File: config.mk
export PLATFORM = sky130hd
export DESIGN_NAME = fnd_scan_ctrl
export DESIGN_NICKNAME = d
export VERILOG_FILES = /design/src/rtl/fnd_scan_ctrl_pkg.sv /design/src/rtl/fnd_scan_ctrl_prescaler.sv /design/src/rtl/fnd_scan_ctrl.sv
export SDC_FILE = /design/constraint.sdc
export NUM_CORES = 1
export LEC_CHECK = 0
export CAP_MARGIN = 5
export CORE_MARGIN = 3
export CORE_UTILIZATION = 54
export CTS_BUF_LIST = sky130_fd_sc_hd__clkbuf_8
export DETAILED_ROUTE_END_ITERATION = 7
export PLACE_DENSITY_LB_ADDON = 0.25
export SKIP_LAST_GASP = 1
export SLEW_MARGIN = 20
export SYNTH_ARGS = -nofsm -noshare
export SYNTH_HDL_FRONTEND = slang
export SYNTH_SLANG_ARGS = --single-unit
File: constraint.sdc
create_clock -name i_clk -period 1.7 [get_ports i_clk]
set_input_delay 0.51 -clock i_clk [delete_from_list [all_inputs] [get_ports i_clk]]
set_output_delay 0.51 -clock i_clk [all_outputs]
set_load 0.01 [all_outputs]
File: src/rtl/fnd_scan_ctrl_pkg.sv
// fnd_scan_ctrl shared definitions: widths, digit indices, FSM states
// and the double-dabble nibble adjust helper.
package fnd_scan_ctrl_pkg;

  localparam int BIN_W = 14;
  localparam int BCD_W = 16;

  localparam logic [1:0] DIG_ONES  = 2'd0;
  localparam logic [1:0] DIG_TENS  = 2'd1;
  localparam logic [1:0] DIG_HUNDS = 2'd2;
  localparam logic [1:0] DIG_THOUS = 2'd3;

  localparam logic [BIN_W-1:0] BCD_MAX = 14'd9999;
  localparam logic [3:0] ITER_LAST = 4'(BIN_W - 1);

  typedef enum logic [1:0] {
    S_IDLE,
    S_CONV,
    S_DONE
  } state_t;

  function automatic logic [BCD_W-1:0] dabble_adj(
    input logic [BCD_W-1:0] b
  );
    logic [BCD_W-1:0] r;
    r = b;
    for (int i = 0; i < 4; i++) begin
      if (b[4*i +: 4] >= 4'd5)
        r[4*i +: 4] = b[4*i +: 4] + 4'd3;
    end
    return r;
  endfunction

endpackage

File: src/rtl/fnd_scan_ctrl_prescaler.sv
// Free-running scan-slot prescaler with a 2-bit digit counter.
// The tick is decoded from the count; the digit advances on the next edge.
module fnd_scan_ctrl_prescaler #(
  parameter int P_SCAN_DIV = 100000
) (
  input  logic       clk,
  input  logic       reset,
  output logic       tick,
  output logic [1:0] sel
);

  localparam int CW = $clog2(P_SCAN_DIV);
  localparam logic [CW-1:0] LAST = CW'(P_SCAN_DIV - 1);

  logic [CW-1:0] cnt;

  assign tick = (cnt == LAST);

  always_ff @(posedge clk) begin
    if (reset) begin
      cnt <= '0;
      sel <= 2'd0;
    end else if (tick) begin
      cnt <= '0;
      sel <= sel + 2'd1;
    end else begin
      cnt <= cnt + 1'b1;
    end
  end

endmodule

File: src/rtl/fnd_scan_ctrl.sv
// 4-digit FND scan driver: sequential binary-to-BCD conversion into a
// display buffer, time-multiplexed digit output with leading-zero blanking.
module fnd_scan_ctrl #(
  parameter int P_SCAN_DIV = 100000,
  parameter bit P_LZB      = 1'b1
) (
  input  logic        i_clk,
  input  logic        i_reset,
  input  logic        i_load,
  input  logic [13:0] i_value,
  input  logic        i_en,
  output logic        o_busy,
  output logic        o_done,
  output logic        o_ovf,
  output logic        o_scan_tick,
  output logic [1:0]  o_digitSelect,
  output logic [3:0]  o_bcd,
  output logic        o_blank
);

  import fnd_scan_ctrl_pkg::*;

  state_t             state;
  logic [BIN_W-1:0]   bin;
  logic [BCD_W-1:0]   bcd;
  logic [BCD_W-1:0]   disp;
  logic [3:0]         iter;
  logic [BCD_W-1:0]   adj;
  logic [BCD_W+BIN_W-1:0] shifted;
  logic [BCD_W-1:0]   hi;
  logic               blank;

  fnd_scan_ctrl_prescaler #(
    .P_SCAN_DIV(P_SCAN_DIV)
  ) u_prescaler (
    .clk  (i_clk),
    .reset(i_reset),
    .tick (o_scan_tick),
    .sel  (o_digitSelect)
  );

  assign adj     = dabble_adj(bcd);
  assign shifted = {adj, bin} << 1;

  always_ff @(posedge i_clk) begin
    if (i_reset) begin
      state  <= S_IDLE;
      bin    <= '0;
      bcd    <= '0;
      iter   <= '0;
      disp   <= '0;
      o_busy <= 1'b0;
      o_done <= 1'b0;
      o_ovf  <= 1'b0;
    end else begin
      unique case (state)
        S_IDLE: begin
          if (i_load) begin
            bin    <= (i_value > BCD_MAX) ? BCD_MAX : i_value;
            o_ovf  <= (i_value > BCD_MAX);
            bcd    <= '0;
            iter   <= '0;
            o_busy <= 1'b1;
            state  <= S_CONV;
          end
        end
        S_CONV: begin
          {bcd, bin} <= shifted;
          iter       <= iter + 4'd1;
          // Buffer takes the final accumulator directly, never a partial one
          if (iter == ITER_LAST) begin
            disp   <= shifted[BCD_W+BIN_W-1:BIN_W];
            o_done <= 1'b1;
            state  <= S_DONE;
          end
        end
        S_DONE: begin
          o_done <= 1'b0;
          o_busy <= 1'b0;
          state  <= S_IDLE;
        end
        default: state <= S_IDLE;
      endcase
    end
  end

  assign o_bcd = disp[{o_digitSelect, 2'b00} +: 4];
  assign hi    = disp >> {o_digitSelect, 2'b00};

  always_comb begin
    blank = 1'b0;
    if (!i_en)
      blank = 1'b1;
    else if (P_LZB && o_digitSelect != DIG_ONES)
      blank = (hi == '0);
  end

  assign o_blank = blank;

endmodule

==> Word-level counts from Yosys, hierarchy flattened <==
Cells that the tools add are included.
W data, S select, Z words.
{ "word_totals": {"register_bits": 74, "in_bits": 18, "out_inout_bits": 11} }
{ "classes": {"n_eq_ne": 6, "add_sub_neg": 7, "n_reduce_logical": 13, "n_mux": 20, "magnitude_cmp": 5, "n_shift": 2} }
{ "ops": {"columns": ["op", "n"], "rows": [
  ["$pmux W16 S2", 1],
  ["$mux W14", 2],
  ["$pmux W14 S2", 1],
  ["$add A17 B1 Y17 const B", 1],
  ["$eq A17 B17 Y1 const B", 1],
  ["$ge A4 B3 Y1 const B", 4],
  ["$logic_not A16 Y1", 1],
  ["$mux W16", 1],
  ["$mux W4", 4],
  ["$shiftx A16 B5 Y4", 1],
  ["$shr A16 B4 Y16", 1],
  ["$gt A14 B14 Y1 const B", 1],
  ["$add A4 B2 Y4 const B", 3],
  ["$reduce_and A2 Y1", 6],
  ["$pmux W4 S2", 1],
  ["$reduce_bool A2 Y1", 4],
  ["$add A4 B1 Y4 const B", 1],
  ["$eq A4 B4 Y1 const B", 1],
  ["$mux W1", 4],
  ["$mux W2", 2],
  ["$ne A2 B2 Y1 const B", 2],
  ["$pmux W1 S2", 2],
  ["$pmux W2 S2", 1],
  ["$add A3 B2 Y3 const B", 1],
  ["other kinds (6)", 6]
]} }

==> Longest topological paths before layout <==
{ "depth": {"ltp_word": 4, "ltp_mapped": 7, "ltp_nobuf": 6} }

==> Hierarchy <==
A second synthesis with hierarchy kept.
{ "hier_totals": {"hier_cells": 423, "area_unflattened_um2": 3569.7} }
{ "by_module_without_submodules": {"columns": ["module", "n_inst", "cells_each", "seq_area_each_um2", "area_each_um2"], "rows": [
  ["fnd_scan_ctrl", 1, 314, 1101.1, 2662.6],
  ["fnd_scan_ctrl_prescaler", 1, 109, 380.4, 907.1]
]} }

==> Worst setup path before layout <==
No wires, ideal clock.
{ "synth_path": {"kind": "reg2out", "startpoint": "register u_prescaler.sel[0]", "endpoint": "output port o_blank", "path_buffers": 1, "arrival_time_ns": 1.512, "path_stages_with_launch": 5, "path_slack_ns": -0.322, "required_time_ns": 1.190, "path_cell_list": "dfxtp_1 clkbuf_1 inv_1 ha_1 o41ai_1"} }
{ "synth_between": {"elab_chain_cells": 4} }
{ "synth_rtl": {"columns": ["item", "line", "rtl"], "rows": [
  ["start: declaration", "fnd_scan_ctrl_prescaler.sv:9", "output logic [1:0] sel"],
  ["start signal: assignment", "fnd_scan_ctrl_prescaler.sv:25", "sel <= sel + 2'd1;"],
  ["$shr A16 B4 Y16", "fnd_scan_ctrl.sv:88", "assign hi = disp >> {o_digitSelect, 2'b00};"],
  ["$logic_not A16 Y1", "fnd_scan_ctrl.sv:95", "blank = (hi == '0);"],
  ["$mux W1 (*)", "fnd_scan_ctrl.sv:94", "else if (P_LZB && o_digitSelect != DIG_ONES)"],
  ["$mux W1 (*)", "fnd_scan_ctrl.sv:92", "if (!i_en)"],
  ["end: declaration", "fnd_scan_ctrl.sv:18", "output logic o_blank"]
]} }
Mark *: on every way between the ends. The rest lies on a longest branch, timed or not.

==> Worst setup path after layout <==
{ "layout_path": {"startpoint": "register disp[15]", "endpoint": "output port o_blank"} }
{ "layout_between": {"elab_chain_cells": 4} }
{ "layout_rtl": {"columns": ["item", "line", "rtl"], "rows": [
  ["start: declaration", "fnd_scan_ctrl.sv:26", "logic [BCD_W-1:0] disp;"],
  ["start signal: assignment", "fnd_scan_ctrl.sv:72", "disp <= shifted[BCD_W+BIN_W-1:BIN_W];"],
  ["$shr A16 B4 Y16", "fnd_scan_ctrl.sv:88", null],
  ["$logic_not A16 Y1", "fnd_scan_ctrl.sv:95", null],
  ["$mux W1", "fnd_scan_ctrl.sv:94", null],
  ["$mux W1", "fnd_scan_ctrl.sv:92", null]
]} }
Every way passes these cells.

==> qor.yml <==
run_status:
  status: "complete, but fails checks"
  violations: "negative setup slack"
timing:
  hold_violations: 0
  slew_headroom_pct: 67.7
  fmax_mhz: 458
  setup_slack_ps: -481
  rsz0062_at_grt: "yes"
  setup_tns_ps: -2000
  maxSlewViolCount: 0
  timing.final.crit_period_ps: 2180
  clock_skew_ps: 7.15
  post-route-period-util_pct: 128
  finalSetupViolCount: 6
  tightest_slew_ps: 482
synthesis:
  synth_top_area_share_pct: 43.2
  ys_warn_count: 0
  ys_ff_latch: 74
  ys.flop_type: "dfxtp_1"
  yosys-top-cells-area: "dfxtp_1 43%, nor2_1 5.5%, o22ai_1 4.7%, ha_1 4.4%, xnor2_1 3.6%"
  async_flop_share_pct: 0
  synth_edf_count: 0
  synthDistinctLibCells: 45
  avgSynthCellArea_sq_um: 9.24
  synth-seq-area-share_pct: 43.2
  synth_nets: 401
  syn_inst: 371
  synth_area_leader_cell: "dfxtp_1"
  synth.cell_area_sq_um: 3430
placement:
  dp.cells: 530
  gp_congestion: 0.872
  dpl_cell_area_sq_um: 4320
  detailed_place_hpwl_microns: 6000
  portBuffers: 28
  placement.setup.worst_slack_ps: -564
drt:
  wl_per_cell_microns: 15.6
  drcViolationCount: 0
  vias: 3213
  detail-route-antenna-nets: 0
  viasPerCell: 5.85
  firstDrtPassIters: 7
  drt_iter0_markers: 105
  wl_microns: 8590
power:
  p_int_mw: 2.65
  cellLeakagePower_nw: 1.77
  finalPower_mw: 3.50
  p_sw_mw: 0.853
  switching_share_pct: 24.4
  vdd_drop_max_mv: 1.22
  power.density_nw_per_um2: 754
  clockPowerShare_pct: 39.0
  combPwrFrac_pct: 9.4
  power_frac_seq_pct: 51.6
setup_path:
  crit_fanout: 2
  end_kind: "output port"
  worst_ep_arrival_time_ps: 1670
  setup.worst_path.start: "disp[15]"
  cp-start-kind: "register"
  critPathKind: "reg -> out"
  required_ps: 1190
  r2r_start: "bcd[0]"
floorplan:
  die_area_sq_um: 7340
  pin_count: 29
  num_rows: 28
  coreArea_sq_um: 6030
  start_util_pct: 56.9
  die_height_microns: 85.7
  die_w_microns: 85.7
run:
  max-cap-violations: 0
global_route:
  grt_pass1_wl_microns: 14400
  antenna_found_initial: 0
  globalRouteTotalUtil_pct: 24.5
  grt_overflow: 0
  grt_pass1_vias: 3207
  grt_max_degree: 24
cts:
  clk_path_buf_depth: 2
  clk_pin_slew_ps: 80
  root_buffer: "clkbuf_8"
  insertion_delay_ps: 350
  clock-sinks: 74
  cts_tree: "built"
  cts_inserted_buffers: 9
  htreeDepth: 3
cells_and_area:
  layout-drive-gt1-share_pct: 30.0
  final_common_cell: "buf_4"
  final_area_sq_um: 4640
  fill_cells: 428
  register_area_sq_um: 1490
  nets: 500
  final_cells: 549
  syn_to_final_growth_pct: 35.5
  final_cell_mix: "74 x buf_4, 67 x dfxtp_1, 48 x nor2_1"
  multi_input_area_sq_um: 1900
  n_antenna_cell: 0
min_path:
  worstHoldStart: "o_done"
  hp-class: "reg -> reg"
==> worst paths after layout <==
| path | endpoint | slack [ps] | cells after the start |
|---|---|---|---|
| hold / removal | o_done | 480 | 1 |
| setup reg to reg | bcd[2] | 80 | 6 |
| hold reg to reg | o_done | 480 | 1 |
| setup / recovery | o_blank | -480 | 3 |
==> per-stage QoR <==
stage	hold slack, ps	utilization (%)
after CTS	482	76.4
after detailed placement	462	71.6
after floorplan	447	-
after global placement	451	71.6
final	477	77.0
after global routing	523	77.0
==> Yosys cell counts (2+ instances only) <==
cell type / number
dfxtp_1: 74
nor2_1: 50
o22ai_1: 26
a21oi_1: 22
inv_1: 20
nand2b_1: 15
xnor2_1: 14
nand3_1: 13
ha_1: 12
nor4_1: 10
a211oi_1: 9
buf_2: 8
clkbuf_1: 8
nor3_1: 8
nor3b_1: 8
o21ai_0: 8
a222oi_1: 6
nand4_1: 6
o31ai_1: 6
xor2_1: 5
a32o_1: 4
mux2_2: 4
mux4_2: 4
nand2_1: 3
and3_1: 2
nand3b_1: 2
nand4_2: 2
nor2b_1: 2
o211ai_1: 2
o41ai_1: 2
or3_1: 2
==> cell type report <==
cell class | count | area share [%]
Multi-Input combinational cell | 259 | 40.9
Clock buffer | 10 | 2.96
Timing Repair Buffer | 106 | 19.2
Clock inverter | 5 | 1.19
Tap cell | 75 | 2.02
Inverter | 20 | 1.62
Sequential cell | 74 | 32.1
==> sequential cells by signal (all words and copies together) (netlist names) <==
name and count:
bcd 16, bin 14, disp 16, iter 4, o_busy 1, o_done 1
o_ovf 1, state 2, u_prescaler.cnt 17, u_prescaler.sel 2
==> power groups by stage <==
stage / logic [mW] / registers [mW] / clock network, mW
6_report: 0.330 / 1.81 / 1.37
5_1_grt: 0.361 / 1.81 / 1.45
4_1_cts: 0.322 / 1.81 / 1.38
3_5_place_dp: 0.323 / 1.85 / 0
3_3_place_gp: 0.316 / 1.84 / 0
2_1_floorplan: 0.160 / 1.84 / 0
==> per-layer routing <==
layer	vias up	global-route usage (%)	share of wire, %
met5	-	0	0
met4	0	11.7	3.1
met3	27	5.28	4.3
met2	90	41.7	50
met1	1531	29.6	43
li1	1565	-	-
==> worst max-delay path, stage by stage, from the launching register on <==
cell and delay, ps:
dfxtp_2 320, or4_4 540, o41ai_4 290, buf_2 180
==> what timing repair did <==
action                                  CTS  global route
cloned                                    0             0
endpoints found under the hold margin     0             0
buffers inserted                          7             2
gates resized for setup                  48            19
hold buffers                              0             0
endpoints found under the setup margin   13            26
pin swaps                                 6             7
==> kinds of logic after synthesis <==
| kind of cell | share of synthesized area [%] |
|---|---|
| and+or+nand+nor | 21.0 |
| AOI/OAI and AO/OA | 17.3 |
| DFF | 43.2 |
| buffers and inverters | 5.00 |
| xor gates and xnor gates | 4.86 |
| adders and majority gates | 4.38 |
| muxes | 4.24 |
Power figures use the tool's default switching activity.
